## src/rtl/ibus_initiator.sv

```systemverilog
// rtl/ibus_initiator.sv - single-outstanding IBUS initiator (command port to one bus cycle)
//
// Purpose: accepts one command (address, data, size, direction), checks
// alignment, runs one IBUS cycle honouring BUSY/ACT and returns lane-extracted,
// zero/sign-extended read data with an error code.
//
// Optional feature macro: IBUS_TIMEOUT_EN (access timeout after TO_CYCLES
// busy ticks, reported as RSP_ERR=11). Undefined: ACCESS waits on BUSY forever.
//
// Ports:
//   CLK, RST_N                 clock, synchronous active-low reset
//   CE_R, CE_F                 rising/falling clock enables (CE_F unused here)
//   CMD_VALID/READY            command handshake, taken on a CE_R tick
//   CMD_ADDR/WDATA/SIZE/WE/SIGNED  command fields
//   RSP_VALID/RDATA/ERR        one-CE_R-period response
//   IBUS_A/DO/BA/WE/REQ        bus drive
//   IBUS_DI/BUSY/ACT           bus return
module ibus_initiator #(
  parameter int TO_CYCLES = 256
) (
  input  logic        CLK,
  input  logic        RST_N,
  input  logic        CE_R,
  input  logic        CE_F,
  input  logic        CMD_VALID,
  output logic        CMD_READY,
  input  logic [31:0] CMD_ADDR,
  input  logic [31:0] CMD_WDATA,
  input  logic [1:0]  CMD_SIZE,
  input  logic        CMD_WE,
  input  logic        CMD_SIGNED,
  output logic        RSP_VALID,
  output logic [31:0] RSP_RDATA,
  output logic [1:0]  RSP_ERR,
  output logic [31:0] IBUS_A,
  output logic [31:0] IBUS_DO,
  input  logic [31:0] IBUS_DI,
  output logic [3:0]  IBUS_BA,
  output logic        IBUS_WE,
  output logic        IBUS_REQ,
  input  logic        IBUS_BUSY,
  input  logic        IBUS_ACT
);

  typedef enum logic [1:0] {
    ST_IDLE   = 2'd0,
    ST_ACCESS = 2'd1,
    ST_RESP   = 2'd2
  } state_t;

  localparam logic [1:0] SZ_BYTE = 2'b00;
  localparam logic [1:0] SZ_WORD = 2'b01;
  localparam logic [1:0] SZ_LONG = 2'b10;

  localparam logic [1:0] ERR_OK   = 2'b00;
  localparam logic [1:0] ERR_ADDR = 2'b01;
  localparam logic [1:0] ERR_BUS  = 2'b10;

  if (TO_CYCLES < 2 || TO_CYCLES > 65536) begin : g_bad_to_cycles
    $error("ibus_initiator: TO_CYCLES out of range 2..65536");
  end

  // Responders move read data on CE_F; this side only samples on CE_R.
  logic unused_ce_f;
  assign unused_ce_f = CE_F;

  state_t      state_q, state_d;
  logic [31:0] a_q, a_d;
  logic [31:0] do_q, do_d;
  logic [3:0]  ba_q, ba_d;
  logic        we_q, we_d;
  logic        req_q, req_d;
  logic [1:0]  size_q, size_d;
  logic        signed_q, signed_d;
  logic        rsp_valid_q, rsp_valid_d;
  logic [31:0] rsp_rdata_q, rsp_rdata_d;
  logic [1:0]  rsp_err_q, rsp_err_d;
`ifdef IBUS_TIMEOUT_EN
  logic [15:0] cnt_q, cnt_d;
  localparam logic [15:0] CNT_LAST = 16'(TO_CYCLES - 1);
`endif

  // Alignment check, lane enables and write-data replication for the
  // command currently presented.
  logic        cmd_addr_err;
  logic [3:0]  cmd_ba;
  logic [31:0] cmd_do;

  always_comb begin
    cmd_addr_err = 1'b0;
    cmd_ba       = 4'b0000;
    cmd_do       = CMD_WDATA;
    case (CMD_SIZE)
      SZ_BYTE: begin
        cmd_ba = 4'b1000 >> CMD_ADDR[1:0];
        cmd_do = {4{CMD_WDATA[7:0]}};
      end
      SZ_WORD: begin
        cmd_addr_err = CMD_ADDR[0];
        cmd_ba       = CMD_ADDR[1] ? 4'b0011 : 4'b1100;
        cmd_do       = {2{CMD_WDATA[15:0]}};
      end
      SZ_LONG: begin
        cmd_addr_err = (CMD_ADDR[1:0] != 2'b00);
        cmd_ba       = 4'b1111;
      end
      default: cmd_addr_err = 1'b1;
    endcase
  end

  // Read lane extraction; big-endian, so A[1:0]=0 selects DI[31:24].
  logic [7:0]  lane_b;
  logic [15:0] lane_h;
  logic [31:0] rd_ext;

  always_comb begin
    case (a_q[1:0])
      2'd0:    lane_b = IBUS_DI[31:24];
      2'd1:    lane_b = IBUS_DI[23:16];
      2'd2:    lane_b = IBUS_DI[15:8];
      default: lane_b = IBUS_DI[7:0];
    endcase
    lane_h = a_q[1] ? IBUS_DI[15:0] : IBUS_DI[31:16];
    case (size_q)
      SZ_BYTE: rd_ext = {{24{signed_q & lane_b[7]}}, lane_b};
      SZ_WORD: rd_ext = {{16{signed_q & lane_h[15]}}, lane_h};
      default: rd_ext = IBUS_DI;
    endcase
  end

  always_comb begin
    state_d     = state_q;
    a_d         = a_q;
    do_d        = do_q;
    ba_d        = ba_q;
    we_d        = we_q;
    req_d       = req_q;
    size_d      = size_q;
    signed_d    = signed_q;
    rsp_valid_d = rsp_valid_q;
    rsp_rdata_d = rsp_rdata_q;
    rsp_err_d   = rsp_err_q;
`ifdef IBUS_TIMEOUT_EN
    cnt_d       = cnt_q;
`endif
    if (CE_R) begin
      case (state_q)
        ST_IDLE: begin
          if (CMD_VALID) begin
            size_d   = CMD_SIZE;
            signed_d = CMD_SIGNED;
            if (cmd_addr_err) begin
              // Rejected before the bus is touched.
              state_d     = ST_RESP;
              rsp_valid_d = 1'b1;
              rsp_err_d   = ERR_ADDR;
              rsp_rdata_d = 32'h0;
            end else begin
              state_d = ST_ACCESS;
              a_d     = CMD_ADDR;
              do_d    = cmd_do;
              ba_d    = cmd_ba;
              we_d    = CMD_WE;
              req_d   = 1'b1;
`ifdef IBUS_TIMEOUT_EN
              cnt_d   = 16'd0;
`endif
            end
          end
        end
        ST_ACCESS: begin
          if (!IBUS_BUSY) begin
            // Completion has priority over a timeout on the same tick.
            state_d     = ST_RESP;
            req_d       = 1'b0;
            we_d        = 1'b0;
            ba_d        = 4'b0000;
            rsp_valid_d = 1'b1;
            if (!IBUS_ACT) begin
              rsp_err_d   = ERR_BUS;
              rsp_rdata_d = 32'h0;
            end else begin
              rsp_err_d   = ERR_OK;
              rsp_rdata_d = we_q ? 32'h0 : rd_ext;
            end
          end
`ifdef IBUS_TIMEOUT_EN
          else if (cnt_q == CNT_LAST) begin
            state_d     = ST_RESP;
            req_d       = 1'b0;
            we_d        = 1'b0;
            ba_d        = 4'b0000;
            rsp_valid_d = 1'b1;
            rsp_err_d   = 2'b11;
            rsp_rdata_d = 32'h0;
          end else begin
            cnt_d = cnt_q + 16'd1;
          end
`endif
        end
        ST_RESP: begin
          state_d     = ST_IDLE;
          rsp_valid_d = 1'b0;
        end
        default: state_d = ST_IDLE;
      endcase
    end
  end

  always_ff @(posedge CLK) begin
    if (!RST_N) begin
      state_q     <= ST_IDLE;
      a_q         <= 32'h0;
      do_q        <= 32'h0;
      ba_q        <= 4'b0000;
      we_q        <= 1'b0;
      req_q       <= 1'b0;
      size_q      <= 2'b00;
      signed_q    <= 1'b0;
      rsp_valid_q <= 1'b0;
      rsp_rdata_q <= 32'h0;
      rsp_err_q   <= 2'b00;
`ifdef IBUS_TIMEOUT_EN
      cnt_q       <= 16'd0;
`endif
    end else begin
      state_q     <= state_d;
      a_q         <= a_d;
      do_q        <= do_d;
      ba_q        <= ba_d;
      we_q        <= we_d;
      req_q       <= req_d;
      size_q      <= size_d;
      signed_q    <= signed_d;
      rsp_valid_q <= rsp_valid_d;
      rsp_rdata_q <= rsp_rdata_d;
      rsp_err_q   <= rsp_err_d;
`ifdef IBUS_TIMEOUT_EN
      cnt_q       <= cnt_d;
`endif
    end
  end

  assign CMD_READY = (state_q == ST_IDLE);
  assign RSP_VALID = rsp_valid_q;
  assign RSP_RDATA = rsp_rdata_q;
  assign RSP_ERR   = rsp_err_q;
  assign IBUS_A    = a_q;
  assign IBUS_DO   = do_q;
  assign IBUS_BA   = ba_q;
  assign IBUS_WE   = we_q;
  assign IBUS_REQ  = req_q;

endmodule
```

## config.mk

```make
export PLATFORM = sky130hd
export DESIGN_NAME = ibus_initiator
export DESIGN_NICKNAME = d
export VERILOG_FILES = /design/src/rtl/ibus_initiator.sv
export SDC_FILE = /design/constraint.sdc
export NUM_CORES = 1
export LEC_CHECK = 0
export BUFFER_PORTS_ARGS = -buffer_cell sky130_fd_sc_hd__buf_2
export CAP_MARGIN = 20
export CORE_AREA = 2 2 84 147
export CTS_BUF_LIST = sky130_fd_sc_hd__clkbuf_16
export DETAILED_ROUTE_END_ITERATION = 10
export DIE_AREA = 0 0 86 149
export GPL_TIMING_DRIVEN = 0
export PLACE_DENSITY = 0.75
export SLEW_MARGIN = 0
export SYNTH_ARGS = -nofsm -noshare
export SYNTH_HDL_FRONTEND = slang
export SYNTH_SLANG_ARGS = --single-unit
```

## constraint.sdc

```tcl
create_clock -name CLK -period 1.95 [get_ports CLK]
set_input_delay 0.195 -clock CLK [delete_from_list [all_inputs] [get_ports CLK]]
set_output_delay 0.195 -clock CLK [all_outputs]
set_load 0.02 [all_outputs]
```

==> results.yml <==
synth:
  ys_seq_area_share_pct: 44.7
  yosys_warnings: 0
  synth_edf_count: 0
  syn-num-nets: 658
  ys_seq_elements: 110
  synth_cell_types: 45
  syn_avg_cell_area_sq_um: 8.93
  ys_dominant_reg_cell: "dfxtp_1"
  netlist_area_sq_um: 4920
  synthArstFlopShare_pct: 0
  synth_cells: 551
floorplanning:
  io_pins: 213
  initial_core_util_pct: 41.9
  fp.dieH_um: 149
  core_area_sq_um: 11700
  die_area_sq_um: 12800
  die_x_um: 86
  rows: 53
clocking:
  root_buffer: "clkbuf_16"
  cts_buffers: 9
  clk_pin_slew_ps: 80
  h-tree-depth: 3
  tritoncts: "built"
  cts-hold-fix-buffers: 0
  cts_max_path_buffers: 2
  insertion_delay_ps: 350
  cts_sinks: 110
placement:
  place_area_sq_um: 6150
  dpl.hpwl_um: 12100
  placedCellCount: 898
  gp_congestion: 0.938
  post-place-ws_ps: -103
  port-buffer-count: 210
timing:
  slew_viol_final: 0
  period_needed_ps: 1880
  holdWs_ps: 77.0
  slew-limit-headroom_pct: 56.8
  tightest_slew_ps: 648
  hold_viol: 0
  skew_ps: 6.44
  fin_ws_ps: 72.1
  setup_tns_ps: 0
  min_period_over_period_pct: 96.3
  final-setup-viol-count: 0
  rsz0062_at_grt: "false"
  fmax_mhz: 533
drt:
  vias_per_cell: 5.24
  vias: 4821
  antenna_left: 0
  drt-initial-drc-count: 166
  finalWirelength_um: 15100
  drc: 0
  dr.pass1.iters: 5
  wl_per_cell_um: 16.4
cells_and_area:
  layout-drive-gt1-share_pct: 36.5
  fin_nets: 885
  postLayoutCoreUtil_pct: 55.5
  final_common_cell: "buf_2"
  n_fill_cell: 1138
  area_growth_pct: 32.3
  n_antenna_cell: 0
  stdcell_count: 920
  fin_area_sq_um: 6510
  layout_common_cells: "217 x buf_2, 145 x nand2_1, 109 x dfxtp_1, 38 x a21boi_0"
global_route:
  grt_max_degree: 19
  antenna_found_initial: 0
  grt_pass1_wl_um: 23300
  track_usage_pct: 23.1
  gr-total-overflow: 0
  grt_pass1_vias: 4684
critical_path:
  start_kind: "flop"
  critPathRequiredTime_ps: 2180
  crit_type: "reg2reg"
  crit_arrival_ps: 2110
  end_kind: "flop"
  crit_fanout: 7
job:
  max-cap-violations: 0
power:
  peakVddDrop_mv: 0.438
  power.density_nw_per_um2: 737
  total_power_mw: 4.80
  p_leak_nw: 3.16
worst_hold_path:
  holdCritPathClass: "in2reg"
outcome:
  outcome: "complete, no violations"
area by class of cell:
type	count	area (sq um)	share of cell area (%)
clock buffers	9	225	3.46
inverters	4	15.0	0.231
flip-flops and latches	110	2200	33.8
multi-input cells	392	2510	38.5
clock inverters	7	48.8	0.749
well taps	137	171	2.63
plain buffers	45	246	3.78
repair buffers	216	1100	16.8
worst paths after layout:
kind	endpoint	cells past startpoint	slack, ps	from
worst min-delay path	IBUS_A[4]	3	80	CMD_ADDR[4]
worst max register to register	RSP_RDATA[10]	5	70	IBUS_A[1]
worst max-delay path	RSP_RDATA[10]	5	70	IBUS_A[1]
worst min register to register	IBUS_A[2]	2	450	IBUS_A[2]
per-layer routing:
| layer | vias up | wire length (um) | track usage, % |
|---|---|---|---|
| li1 | 2376 | - | - |
| met1 | 2203 | 5440 | 23.0 |
| met2 | 196 | 7820 | 42.1 |
| met3 | 46 | 1060 | 5.70 |
| met4 | 0 | 791 | 13.9 |
| met5 | - | 0 | 0 |
what timing repair did:
action / 4_1_cts / 5_1_grt
hold endpoints to repair: 0 / 0
setup buffers: 3 / 3
pin swaps: 1 / 0
setup endpoints to repair: 26 / 99
resized for setup: 4 / 18
registers in the layout, indices dropped and copies added, names as in the netlist, 2 cells and up:
signal,flops
size_q,2
IBUS_A,32
RSP_ERR,2
IBUS_BA,4
RSP_RDATA,32
state_q,2
IBUS_DO,32
cells by family after synthesis:
group,Yosys count,synth area share (%)
muxes,37,8.19
buffers and inverters,49,4.73
and+or+nand+nor,205,19.0
AOI/OAI and AO/OA,150,23.4
DFF,110,44.7
report_power, final:
part	total (mW)	switching, mW	leakage (nW)	internal (mW)
clock	1.72	0.849	0.136	0.872
combinational	0.731	0.429	2.13	0.301
sequential	2.35	0.0378	0.892	2.31
total	4.80	1.32	3.16	3.49
synthesized netlist by cell type, types with 12 or more instances:
cell type | instances | area share, %
a21boi_0 | 38 | 5.8
o21ai_0 | 26 | 2.6
o211a_1 | 16 | 3.3
nand2_1 | 145 | 11
nor2b_1 | 12 | 1.5
buf_2 | 14 | 1.4
clkbuf_1 | 22 | 1.7
a21boi_1 | 15 | 2.3
dfxtp_1 | 110 | 45
a221o_1 | 12 | 2.4
nand2b_1 | 16 | 2.0
mux2i_1 | 26 | 5.3
worst max-delay path: stages (launching register included):
cell,delay (ps)
dfxtp_2,360
buf_8,120
mux4_2,500
a31oi_2,430
nand2_1,100
a32o_1,260
No activity file was read; power rests on OpenSTA's default activity.
